File: config.mk
export PLATFORM = sky130hd
export DESIGN_NAME = uart_rx_fsm
export DESIGN_NICKNAME = d
export VERILOG_FILES = /design/src/rtl/uart_rx_fsm.sv
export SDC_FILE = /design/constraint.sdc
export NUM_CORES = 1
export LEC_CHECK = 0
export CORE_ASPECT_RATIO = 1.1
export CORE_MARGIN = 2
export CORE_UTILIZATION = 25
export DETAILED_ROUTE_END_ITERATION = 6
export HOLD_SLACK_MARGIN = 0.15
export SYNTH_ARGS = -nofsm -noshare
export SYNTH_HDL_FRONTEND = slang
export SYNTH_SLANG_ARGS = --single-unit
File: constraint.sdc
create_clock -name clk -period 1.81 [get_ports clk]
set_clock_uncertainty 0.05 [all_clocks]
set_input_delay 0.362 -clock clk [delete_from_list [all_inputs] [get_ports clk]]
set_output_delay 0.362 -clock clk [all_outputs]
set_load 0.01 [all_outputs]
File: src/rtl/uart_rx_fsm.sv
// uart_rx_fsm: 16x-oversampled UART receiver.
// Frame format (7/8 data bits, none/odd/even parity, 1/2 stop bits) is
// latched at start-bit detection so mid-frame config changes are ignored.
// Optional build macro UART_RX_MAJORITY_EN: each bit becomes the 2-of-3
// majority of the last three ticks up to the sample point instead of a
// single mid-bit sample.
module uart_rx_fsm #(
  parameter int OSR         = 16,
  parameter int SYNC_STAGES = 2
) (
  input  logic       clk,
  input  logic       rst,
  input  logic       bd_tick,
  input  logic       rx,
  input  logic       D_num,
  input  logic       S_num,
  input  logic [1:0] Par,
  output logic [7:0] rx_data,
  output logic       rx_done,
  output logic       parity_err,
  output logic       frame_err,
  output logic       is_active
);

  localparam int TW = $clog2(OSR);
  localparam logic [TW-1:0] HALF_LAST = TW'(OSR / 2 - 1);
  localparam logic [TW-1:0] FULL_LAST = TW'(OSR - 1);

  typedef enum logic [2:0] {
    IDLE      = 3'd0,
    START     = 3'd1,
    DATA      = 3'd2,
    PARITY    = 3'd3,
    STOP      = 3'd4,
    WAIT_HIGH = 3'd5
  } state_t;

  state_t          state, state_n;
  logic [TW-1:0]   tick_cnt, tick_n;
  logic [2:0]      bit_cnt, bit_n;
  logic [7:0]      shreg, shreg_n;
  logic            cfg_dnum, cfg_dnum_n;
  logic            cfg_snum, cfg_snum_n;
  logic [1:0]      cfg_par, cfg_par_n;
  logic            par_flag, par_flag_n;
  logic            frm_flag, frm_flag_n;
  logic [7:0]      data_n;
  logic            done_n;
  logic            perr_n;
  logic            ferr_n;
  logic            active_n;

  logic [SYNC_STAGES-1:0] sync;
  logic                   rxs;
  logic                   bit_val;
  logic [7:0]             word;
  logic                   par_en;
  logic                   par_exp;
  logic [2:0]             last_data;
  logic [2:0]             last_stop;

  // rx metastability synchronizer; idles high so reset looks like an idle line
  always_ff @(posedge clk or negedge rst) begin
    if (!rst) sync <= '1;
    else      sync <= {sync[SYNC_STAGES-2:0], rx};
  end

  assign rxs = sync[SYNC_STAGES-1];

`ifdef UART_RX_MAJORITY_EN
  logic [TW-1:0] samp_pt;
  logic [1:0]    maj_hist;

  assign samp_pt = (state == START) ? HALF_LAST : FULL_LAST;

  // capture the two ticks just before the sample point for the 2-of-3 vote
  always_ff @(posedge clk or negedge rst) begin
    if (!rst) begin
      maj_hist <= 2'b11;
    end else if (bd_tick && ((tick_cnt == samp_pt - TW'(2)) ||
                             (tick_cnt == samp_pt - TW'(1)))) begin
      maj_hist <= {maj_hist[0], rxs};
    end
  end

  assign bit_val = (maj_hist[1] & maj_hist[0]) |
                   (maj_hist[1] & rxs) |
                   (maj_hist[0] & rxs);
`else
  assign bit_val = rxs;
`endif

  // 7-bit words were shifted in one position short, so they sit in [7:1]
  assign word      = cfg_dnum ? shreg : {1'b0, shreg[7:1]};
  assign par_en    = (cfg_par == 2'b01) || (cfg_par == 2'b10);
  assign par_exp   = (cfg_par == 2'b01) ? ~(^word) : (^word);
  assign last_data = cfg_dnum ? 3'd7 : 3'd6;
  assign last_stop = cfg_snum ? 3'd1 : 3'd0;

  // state, counters, datapath and output registers
  always_ff @(posedge clk or negedge rst) begin
    if (!rst) begin
      state      <= IDLE;
      tick_cnt   <= '0;
      bit_cnt    <= '0;
      shreg      <= '0;
      cfg_dnum   <= 1'b0;
      cfg_snum   <= 1'b0;
      cfg_par    <= 2'b00;
      par_flag   <= 1'b0;
      frm_flag   <= 1'b0;
      rx_data    <= '0;
      rx_done    <= 1'b0;
      parity_err <= 1'b0;
      frame_err  <= 1'b0;
      is_active  <= 1'b0;
    end else begin
      state      <= state_n;
      tick_cnt   <= tick_n;
      bit_cnt    <= bit_n;
      shreg      <= shreg_n;
      cfg_dnum   <= cfg_dnum_n;
      cfg_snum   <= cfg_snum_n;
      cfg_par    <= cfg_par_n;
      par_flag   <= par_flag_n;
      frm_flag   <= frm_flag_n;
      rx_data    <= data_n;
      rx_done    <= done_n;
      parity_err <= perr_n;
      frame_err  <= ferr_n;
      is_active  <= active_n;
    end
  end

  // next-state and next-output logic; everything moves only on bd_tick
  always_comb begin
    state_n    = state;
    tick_n     = tick_cnt;
    bit_n      = bit_cnt;
    shreg_n    = shreg;
    cfg_dnum_n = cfg_dnum;
    cfg_snum_n = cfg_snum;
    cfg_par_n  = cfg_par;
    par_flag_n = par_flag;
    frm_flag_n = frm_flag;
    data_n     = rx_data;
    done_n     = 1'b0;
    perr_n     = parity_err;
    ferr_n     = frame_err;
    active_n   = is_active;

    if (bd_tick) begin
      case (state)
        IDLE: begin
          if (!rxs) begin
            state_n    = START;
            tick_n     = '0;
            cfg_dnum_n = D_num;
            cfg_snum_n = S_num;
            cfg_par_n  = Par;
            par_flag_n = 1'b0;
            frm_flag_n = 1'b0;
            active_n   = 1'b1;
          end
        end

        START: begin
          if (tick_cnt == HALF_LAST) begin
            tick_n = '0;
            bit_n  = '0;
            if (!bit_val) begin
              state_n = DATA;
            end else begin
              state_n  = IDLE;
              active_n = 1'b0;
            end
          end else begin
            tick_n = tick_cnt + TW'(1);
          end
        end

        DATA: begin
          if (tick_cnt == FULL_LAST) begin
            tick_n  = '0;
            shreg_n = {bit_val, shreg[7:1]};
            if (bit_cnt == last_data) begin
              bit_n   = '0;
              state_n = par_en ? PARITY : STOP;
            end else begin
              bit_n = bit_cnt + 3'd1;
            end
          end else begin
            tick_n = tick_cnt + TW'(1);
          end
        end

        PARITY: begin
          if (tick_cnt == FULL_LAST) begin
            tick_n     = '0;
            bit_n      = '0;
            par_flag_n = (bit_val != par_exp);
            state_n    = STOP;
          end else begin
            tick_n = tick_cnt + TW'(1);
          end
        end

        STOP: begin
          if (tick_cnt == FULL_LAST) begin
            tick_n     = '0;
            frm_flag_n = frm_flag | ~bit_val;
            if (bit_cnt == last_stop) begin
              bit_n    = '0;
              data_n   = word;
              perr_n   = par_flag;
              ferr_n   = frm_flag | ~bit_val;
              done_n   = 1'b1;
              active_n = 1'b0;
              // a line still low after a bad stop must not look like a new start
              state_n  = (frm_flag | ~bit_val) ? WAIT_HIGH : IDLE;
            end else begin
              bit_n = bit_cnt + 3'd1;
            end
          end else begin
            tick_n = tick_cnt + TW'(1);
          end
        end

        WAIT_HIGH: begin
          active_n = 1'b0;
          if (rxs) state_n = IDLE;
        end

        default: begin
          state_n  = IDLE;
          tick_n   = '0;
          bit_n    = '0;
          active_n = 1'b0;
        end
      endcase
    end
  end

endmodule

=== Word-level counts from Yosys, hierarchy flattened ===
Cells that the tools add are included.

* Register bits: 38
* Bits in latches: 0
* RAM bits: 0
* Memory bits (read-only): 0
* Bits of input ports: 8
* Output and inout bits: 12
* Word-level logic and storage cells: 103
* Memories: 0

* $add $sub $neg: 2
* Multipliers: 0
* Div/mod/pow operators: 0
* Order comparisons: 0
* Equality and inequality tests: 21
* Shift operators: 0
* Muxes and demuxes: 42
* Bitwise logic cells: 6
* Reduce and logical (&&, ||, !) cells: 17

{| class="wikitable"
|+ Operators by type and width
! operator !! number
|-
| $mux 3 || 16
|-
| $ne 2x2->1 const B || 9
|-
| $pmux 3 s6 || 1
|-
| $pmux 4 s4 || 1
|-
| $mux 1 || 15
|-
| $pmux 3 s5 || 1
|-
| $mux 4 || 3
|-
| $reduce_and 4->1 || 3
|-
| $reduce_and 3->1 || 3
|-
| $reduce_and 9->1 || 1
|-
| $mux 8 || 1
|-
| $reduce_xor 8->1 || 1
|-
| $reduce_and 7->1 || 1
|-
| $eq 3x2->1 const B || 2
|-
| $eq 3x3->1 const B || 2
|-
| $reduce_and 6->1 || 1
|-
| $not 1->1 || 5
|-
| $add 4x1->4 const B || 1
|-
| $eq 4x3->1 const B || 1
|-
| $eq 4x4->1 const B || 1
|-
| $pmux 1 s2 || 2
|-
| $pmux 1 s4 || 1
|-
| $reduce_bool 2->1 || 2
|-
| $reduce_or 2->1 || 2
|-
| other kinds (12) || 12
|}

=== Logic depth before layout (Yosys ltp) ===
Gate-level depths: netlist of the first run.

* Depth after elaboration: 7
* Mapped depth: 9
* Mapped depth without buffers: 7

=== Worst setup path after synthesis of the first run ===
No wires, ideal clock.

* Path kind: reg-to-reg
* Start: register tick_cnt[0]
* End: register state[1]
* Library setup time: 0.125 ns
* Data arrival time: 1.820 ns
* Required time: 1.635 ns
* Slack: -0.185 ns
* Stages on the path, launching flop included: 8
* Buffers on the path: 1
* Period minus slack after synthesis: 1.995 ns
* Path through: dfrtp_1 > ha_1 > and3_1 > buf_4 > a311o_1 > and3_1 > nand2_1 > mux2_2

* Word-level cells in the longest chain between the ends: 3
* Elaborated cells on any way between the ends: 7
* Those cells by class: 6 x eq/ne; 1 x reduce/logical

{| class="wikitable"
|+ RTL lines
! element !! RTL line !! source
|-
| start: declaration || 39 || <nowiki>logic [TW-1:0] tick_cnt, tick_n;</nowiki>
|-
| start signal: assignment || 119 || <nowiki>tick_cnt <= tick_n;</nowiki>
|-
| $eq 4x4->1 or $eq 4x3->1 (tied branches) || n/a ||
|-
| $ne 2x2->1 (no line) || n/a ||
|-
| $reduce_and 9->1 (no line) * || n/a ||
|-
| end signal: assignment || 118 || <nowiki>state <= state_n;</nowiki>
|-
| end: declaration || 38 || <nowiki>state_t state, state_n;</nowiki>
|}

Mark *: on every way between the ends. The rest lies on a longest branch, timed or not.
A chain may end at the register's enable or synchronous reset.

=== Worst setup path after layout of the first run ===
Ends and elaborated chain as after synthesis.

==> results.cfg, run 1 <==
[timing]
final_max_slew_viol_count = 0
setup-violations-final = 2
hold_ws_ns = 0.3091
period_share_pct = 100.9
worst_slack_ns = -0.01613
max_slew_margin_pct = 72.61
rsz0062_at_grt = yes
setup_tns_ns = -0.03075
fmax_mhz = 547.6
period_minus_slack_ns = 1.826
tightest_slew_ns = 0.4108
hold_viol = 0

[worst_hold_path]
hold_start = sync[0]
min_to = sync[1]
hold_depth = 0
hold_class = reg -> reg

[synth]
syn_avg_cell_area_um2 = 10.56
ys_seq_elements = 38
synth_area_leaders = dfrtp_1 45%, mux2_2 7.9%, mux2i_1 4.5%
synth_fp_nets = 199
synth_area_leader_cell = dfrtp_1
syn_area_um2 = 1984
yosysSeqAreaShare_pct = 48.05
synth_edf_count = 0
async_flop_share_pct = 100.0
syn_inst = 188
synth_top_area_share_pct = 45.40
ys_types = 47
yosysWarnings = 0
synth-main-ff-cell = dfrtp_1

[detailed_routing]
vias_per_cell = 4.462
ant_nets = 0
wl_per_cell_um = 12.14
wirelength_um = 4286
drc = 0
firstDrtPassIters = 4
num_vias = 1575
first_iter_violations = 63

[finish]
final_cell_mix = 35 x dfrtp_1, 34 x buf_4, 17 x clkdlybuf4s50_1, 12 x nand2_1
drive_gt1_share_pct = 37.96
syn2layout_area_growth_pct = 44.70
final_common_cell = dfrtp_1
n_antenna_cell = 0
nets = 255

[clock_tree]
clockBufferDepth = 2
cts-htree-levels = 2
clock_latency_ns = 0.29
cts_tree = built
path_clk_slew_ns = 0.08
cts_buffers = 5
cts_sinks = 38
cts-root-buf = clkbuf_8

[worst_setup_path]
startpoint_type = register
path_max_fanout = 6
end_kind = register
worst_ep_required_time_ns = 1.94
r2r-end = state[1]
rr_worst_depth = 6
regToRegStartpoint = tick_cnt[0]
critPathKind = reg -> reg
arrival_ns = 1.95
reg2reg_setup_slack_ns = -0.02

[power]
p_comb_share_pct = 42.4
internal-power_uw = 2127
power_frac_seq_pct = 35.1
leakage_uw = 0.001278
irDropWorstVdd_uv = 417.5
power_per_cell_area_nw_per_um2 = 1125
swShare_pct = 34.16
p_switching_uw = 1103
p_clk_share_pct = 22.6

[outcome]
status = finished, violations left
violations = negative setup slack

[global_routing]
antenna_found_initial = 0
grt_max_degree = 20
grt_overflow = 0
grt.total_usage_pct = 10.52
grt_pass1_vias = 1541
grt_pass1_wl_um = 7251

[place]
place_congestion = 0.8308
port-buffer-count = 19
place_hpwl_um = 3112

[flow_run]
maxCapViolCount = 0

[floorplanning]
die_x_um = 88.95
die-area_um2 = 8667
rows = 34
coreArea_um2 = 7828
start_util_pct = 25.35
io_pins = 20
die_h_um = 97.44
==> worst max-delay path, cell delays in order (launching register included) <==
cell,delay [ns]
dfrtp_1,0.39
ha_2,0.21
and3_4,0.21
a311o_1,0.32
and3_4,0.16
nand2_4,0.07
mux2_4,0.30
==> cell usage after synthesis, types with 2 or more instances <==
master	count
clkbuf_1	4
mux2i_1	9
xnor2_1	10
nor2_1	11
o21ai_1	9
buf_2	3
a22o_1	3
ha_1	3
xor2_1	2
dfstp_2	2
nor3_1	2
o32ai_1	2
nor2b_1	2
and3_1	2
dfrtp_1	36
nand3_1	4
o21ai_0	7
mux2_2	14
nand2_1	22
a21oi_1	6
nand2b_1	4
inv_1	5
buf_6	2
==> power groups by stage <==
stage	Sequential [uW]	Combinational, uW	Clock [uW]
final	1130	1370	729
after global routing	1160	1510	793
after CTS	1130	1260	759
after detailed placement	1140	1230	0
after global placement	1130	1220	0
after floorplan	1110	804	0
==> per-stage QoR <==
step	cells	area [um^2]	total power, uW	utilization [%]	worst slack, ns
finish	353	2872	3230	36.68	-0.01613
global route	353	2872	3461	36.68	-0.06169
CTS	350	2668	3147	34.08	-0.01842
detailed placement	339	2515	2368	32.13	-0.2561
global placement	339	2515	2349	32.13	-0.2113
floorplan	188	2003	1913	-	-0.08473
==> cell type report <==
cell class                      count  area, um^2
Timing Repair Buffer               59       535.5
Inverter                            5       18.77
Clock buffer                        5       68.82
Fill cell                         816        4956
Clock inverter                      3       45.04
Sequential cell                    38       954.7
Tap cell                          108       135.1
Multi-Input combinational cell    135        1114
==> per-layer routing <==
metal  share of wire [%]  track usage [%]  vias up
li1                    -                -      783
met1                  44            13.47      756
met2                  50            16.99       29
met3                 4.0            2.974        7
met4                 2.1            3.330        0
met5                   0                0        -
==> registers in the layout, summed over array words and instances (netlist names), 2 cells and up <==
register	cells
rx_data	8
bit_cnt	3
shreg	8
sync	2
state	3
tick_cnt	4
cfg_par	2
==> worst max-delay path by stage <==
| stage | startpoint | to | slack, ns | cells past startpoint |
|---|---|---|---|---|
| 2_1_floorplan | tick_cnt[0] | parity_err | -0.08 | 7 |
| 3_3_place_gp | bd_tick | rx_data[1] | -0.21 | 6 |
| 3_5_place_dp | bd_tick | cfg_par[0] | -0.26 | 5 |
| 4_1_cts | tick_cnt[0] | state[1] | -0.02 | 6 |
| 5_1_grt | tick_cnt[0] | state[1] | -0.06 | 6 |
| 6_report | tick_cnt[0] | state[1] | -0.02 | 6 |
==> cells by family (layout without fill, tap and decap cells) <==
| kind of cell | after synthesis | after routing | synth area share, % |
|---|---|---|---|
| AOI/OAI and AO/OA | 42 | 42 | 13.94 |
| xor gates and xnor gates | 12 | 12 | 5.296 |
| adders and majority gates | 3 | 3 | 1.892 |
| buffers and inverters | 15 | 72 | 3.972 |
| DFF | 38 | 38 | 48.05 |
| muxes | 24 | 24 | 13.24 |
| and+or+nand+nor | 54 | 54 | 13.62 |
==> repair_timing <==
item,in CTS,in global routing
endpoints found under the hold margin,17,0
gates cloned,0,1
pin swaps,0,12
hold buffers,1,0
setup buffers,2,2
endpoints found under the setup margin,23,30
gates resized for setup,5,43
Note: power is estimated with default switching activity, not from simulation.
==> run 2, diff against run 1 <==
--- a/config.mk
+++ b/config.mk
@@ -9,6 +9,7 @@
 export CORE_MARGIN = 2
 export CORE_UTILIZATION = 25
 export DETAILED_ROUTE_END_ITERATION = 6
+export DONT_BUFFER_PORTS = 1
 export HOLD_SLACK_MARGIN = 0.15
 export SYNTH_ARGS = -nofsm -noshare
 export SYNTH_HDL_FRONTEND = slang
==> run 2 against run 1 <==
  * The run still ends with negative setup slack left
  * Core utilization shrank 4.2 points
  * Sequential share of layout area rose by 4.3 points
  * Combinational power down 4%
  * Worst hold slack worse by 0.14 ns
  * Non-clock buffer count shrank 23
  * Cell count fell by 6.5%
  * Worst setup slack improved by 0.013 ns
  * Die area did not move
  * Flip-flop and latch count is the same
  * First-iteration DRC count down 11%
  * Critical path depth up 1
  * Critical path type unchanged
  * Critical endpoint unchanged
  * Largest cell class unchanged
  * Highest routed layer is now met3
==> results.cfg, run 2 (synthesis gave the netlist of run 1 again) <==
[global_routing]
grt_pass1_wl_um = 6837
grt.total_usage_pct = 10.20
grt_overflow = 0
grt_max_degree = 39
grt_pass1_vias = 1446
antenna_found_initial = 0

[place]
place_area_um2 = 2282
port-buffer-count = 0
place_congestion = 0.8020
place_hpwl_um = 2916

[power]
power_per_cell_area_nw_per_um2 = 1220
irDropWorstVdd_uv = 346.8
leakage_uw = 0.001139

[worst_setup_path]
startpoint_type = register
crit_cells = 7
critPathKind = reg -> reg
crit_chain = ha_4 -> and3_4 -> buf_4 -> o32ai_1 -> a21oi_1 -> nand2_4 -> mux2_4
slowest_delay_ns = 0.41
arrival_ns = 1.95
r2r-end = state[1]
critical_path.startpoint = tick_cnt[0]
regToRegStartpoint = tick_cnt[0]
critPathSlowestCell = dfrtp_1
path_max_fanout = 5
critPathTopFamily = flip-flops
reg2reg_setup_slack_ns = -0.003
end_kind = register
cp-endpoint = state[1]
rr_worst_depth = 7
crit_buf_inv = 1
worst_ep_required_time_ns = 1.94

[clock_tree]
cts-htree-levels = 2
clockBufferDepth = 2
cts_buffers = 5
cts_sinks = 38
clock_latency_ns = 0.29
path_clk_slew_ns = 0.08
cts-root-buf = clkbuf_8
cts_tree = built

[timing]
final_max_slew_viol_count = 0
setup-violations-final = 2
period_minus_slack_ns = 1.813
fmax_mhz = 551.5
max_slew_margin_pct = 77.90
period_share_pct = 100.2
setup_tns_ns = -0.006094
tightest_slew_ns = 0.3290
rsz0062_at_grt = yes
worst_slack_ns = -0.003309
hold_viol = 0

[finish]
drive_gt1_share_pct = 31.08
top_regs = rx_data x8, shreg x8, tick_cnt x4
final_common_cell = dfrtp_1
final_cell_mix = 36 x dfrtp_1, 28 x buf_4, 20 x nand2_1, 12 x mux2_2, 11 x o21ai_1
final_area_um2 = 2540
syn2layout_area_growth_pct = 28.00
n_antenna_cell = 0
nets = 232

[floorplanning]
die_x_um = 88.95
die_h_um = 97.44
die-area_um2 = 8667
start_util_pct = 25.35
io_pins = 20
coreArea_um2 = 7828
rows = 34

[detailed_routing]
wl_per_cell_um = 12.58
wirelength_um = 4151
num_vias = 1447
first_iter_violations = 56
drc = 0
firstDrtPassIters = 4
ant_nets = 0
vias_per_cell = 4.385

[outcome]
violations = negative setup slack
status = finished, violations left

[worst_hold_path]
hold_class = in -> reg

[flow_run]
maxCapViolCount = 0
-- run 2: cell count changes in the layout (fill, tap and decap cells not counted), moves of 4 or more --
| cell | previous run | this run |
|---|---|---|
| buf_4 | 34 | 28 |
| clkdlybuf4s50_1 | 17 | 0 |
| dlygate4sd3_1 | 1 | 5 |
| mux2_2 | 4 | 12 |
| mux2_4 | 11 | 3 |
| nand2_1 | 12 | 20 |
| nand2_2 | 5 | 1 |
| nand2_4 | 5 | 1 |
| o21ai_1 | 4 | 11 |
| o21ai_2 | 5 | 0 |
-- run 2: power breakdown --
part	leakage [uW]	internal, uW	switching, uW	total, uW
sequential	0.000502	993	163	1160
combinational	0.000590	709	615	1320
clock	0.0000472	306	313	620
total	0.00114	2010	1090	3100
-- run 2: how the worst min path moves through the flow --
stage                      start         end  cells past startpoint
after floorplan              rst  bit_cnt[0]                      0
after global placement       rst     rx_done                      0
after detailed placement     rst     rx_done                      0
after CTS                  D_num    cfg_dnum                      1
after global routing      Par[0]  cfg_par[0]                      1
final                     Par[0]  cfg_par[0]                      1
-- run 2: per-layer routing --
metal	wire length [um]	up-vias	global-route usage, %
met2	2066	25	15.73
met3	163	0	4.078
li1	-	733	-
met1	1922	689	12.91
met4	0	0	3.330
met5	0	-	0
-- run 2: timing repair --
| action | in CTS | in global routing |
|---|---|---|
| hold buffers | 4 | 2 |
| buffers inserted | 1 | 3 |
| endpoints found under the setup margin | 16 | 14 |
| resized for setup | 3 | 14 |
| pin swaps | 0 | 6 |
| hold endpoints to repair | 40 | 2 |
| cloned | 0 | 0 |
-- run 2: cell type report --
cell class / instances / area (um^2)
Fill cell: 809 / 5288
Multi-Input combinational cell: 135 / 1017
Sequential cell: 38 / 953.4
Timing Repair Buffer: 36 / 320.3
Tap cell: 108 / 135.1
Clock buffer: 6 / 82.58
Inverter: 5 / 18.77
Clock inverter: 2 / 12.51
-- run 2: per-stage QoR --
step	std cells	power, uW	worst slack [ns]	hold slack (ns)	utilization, %
after detailed placement	312	2336	-0.06000	0.01861	29.16
after global placement	312	2323	-0.03390	0.01852	29.16
after global routing	330	3336	-0.06275	0.1519	32.45
after CTS	325	3018	-0.002141	0.1580	31.17
after floorplan	188	1913	-0.08473	0.01641	-
final	330	3099	-0.003309	0.1690	32.45
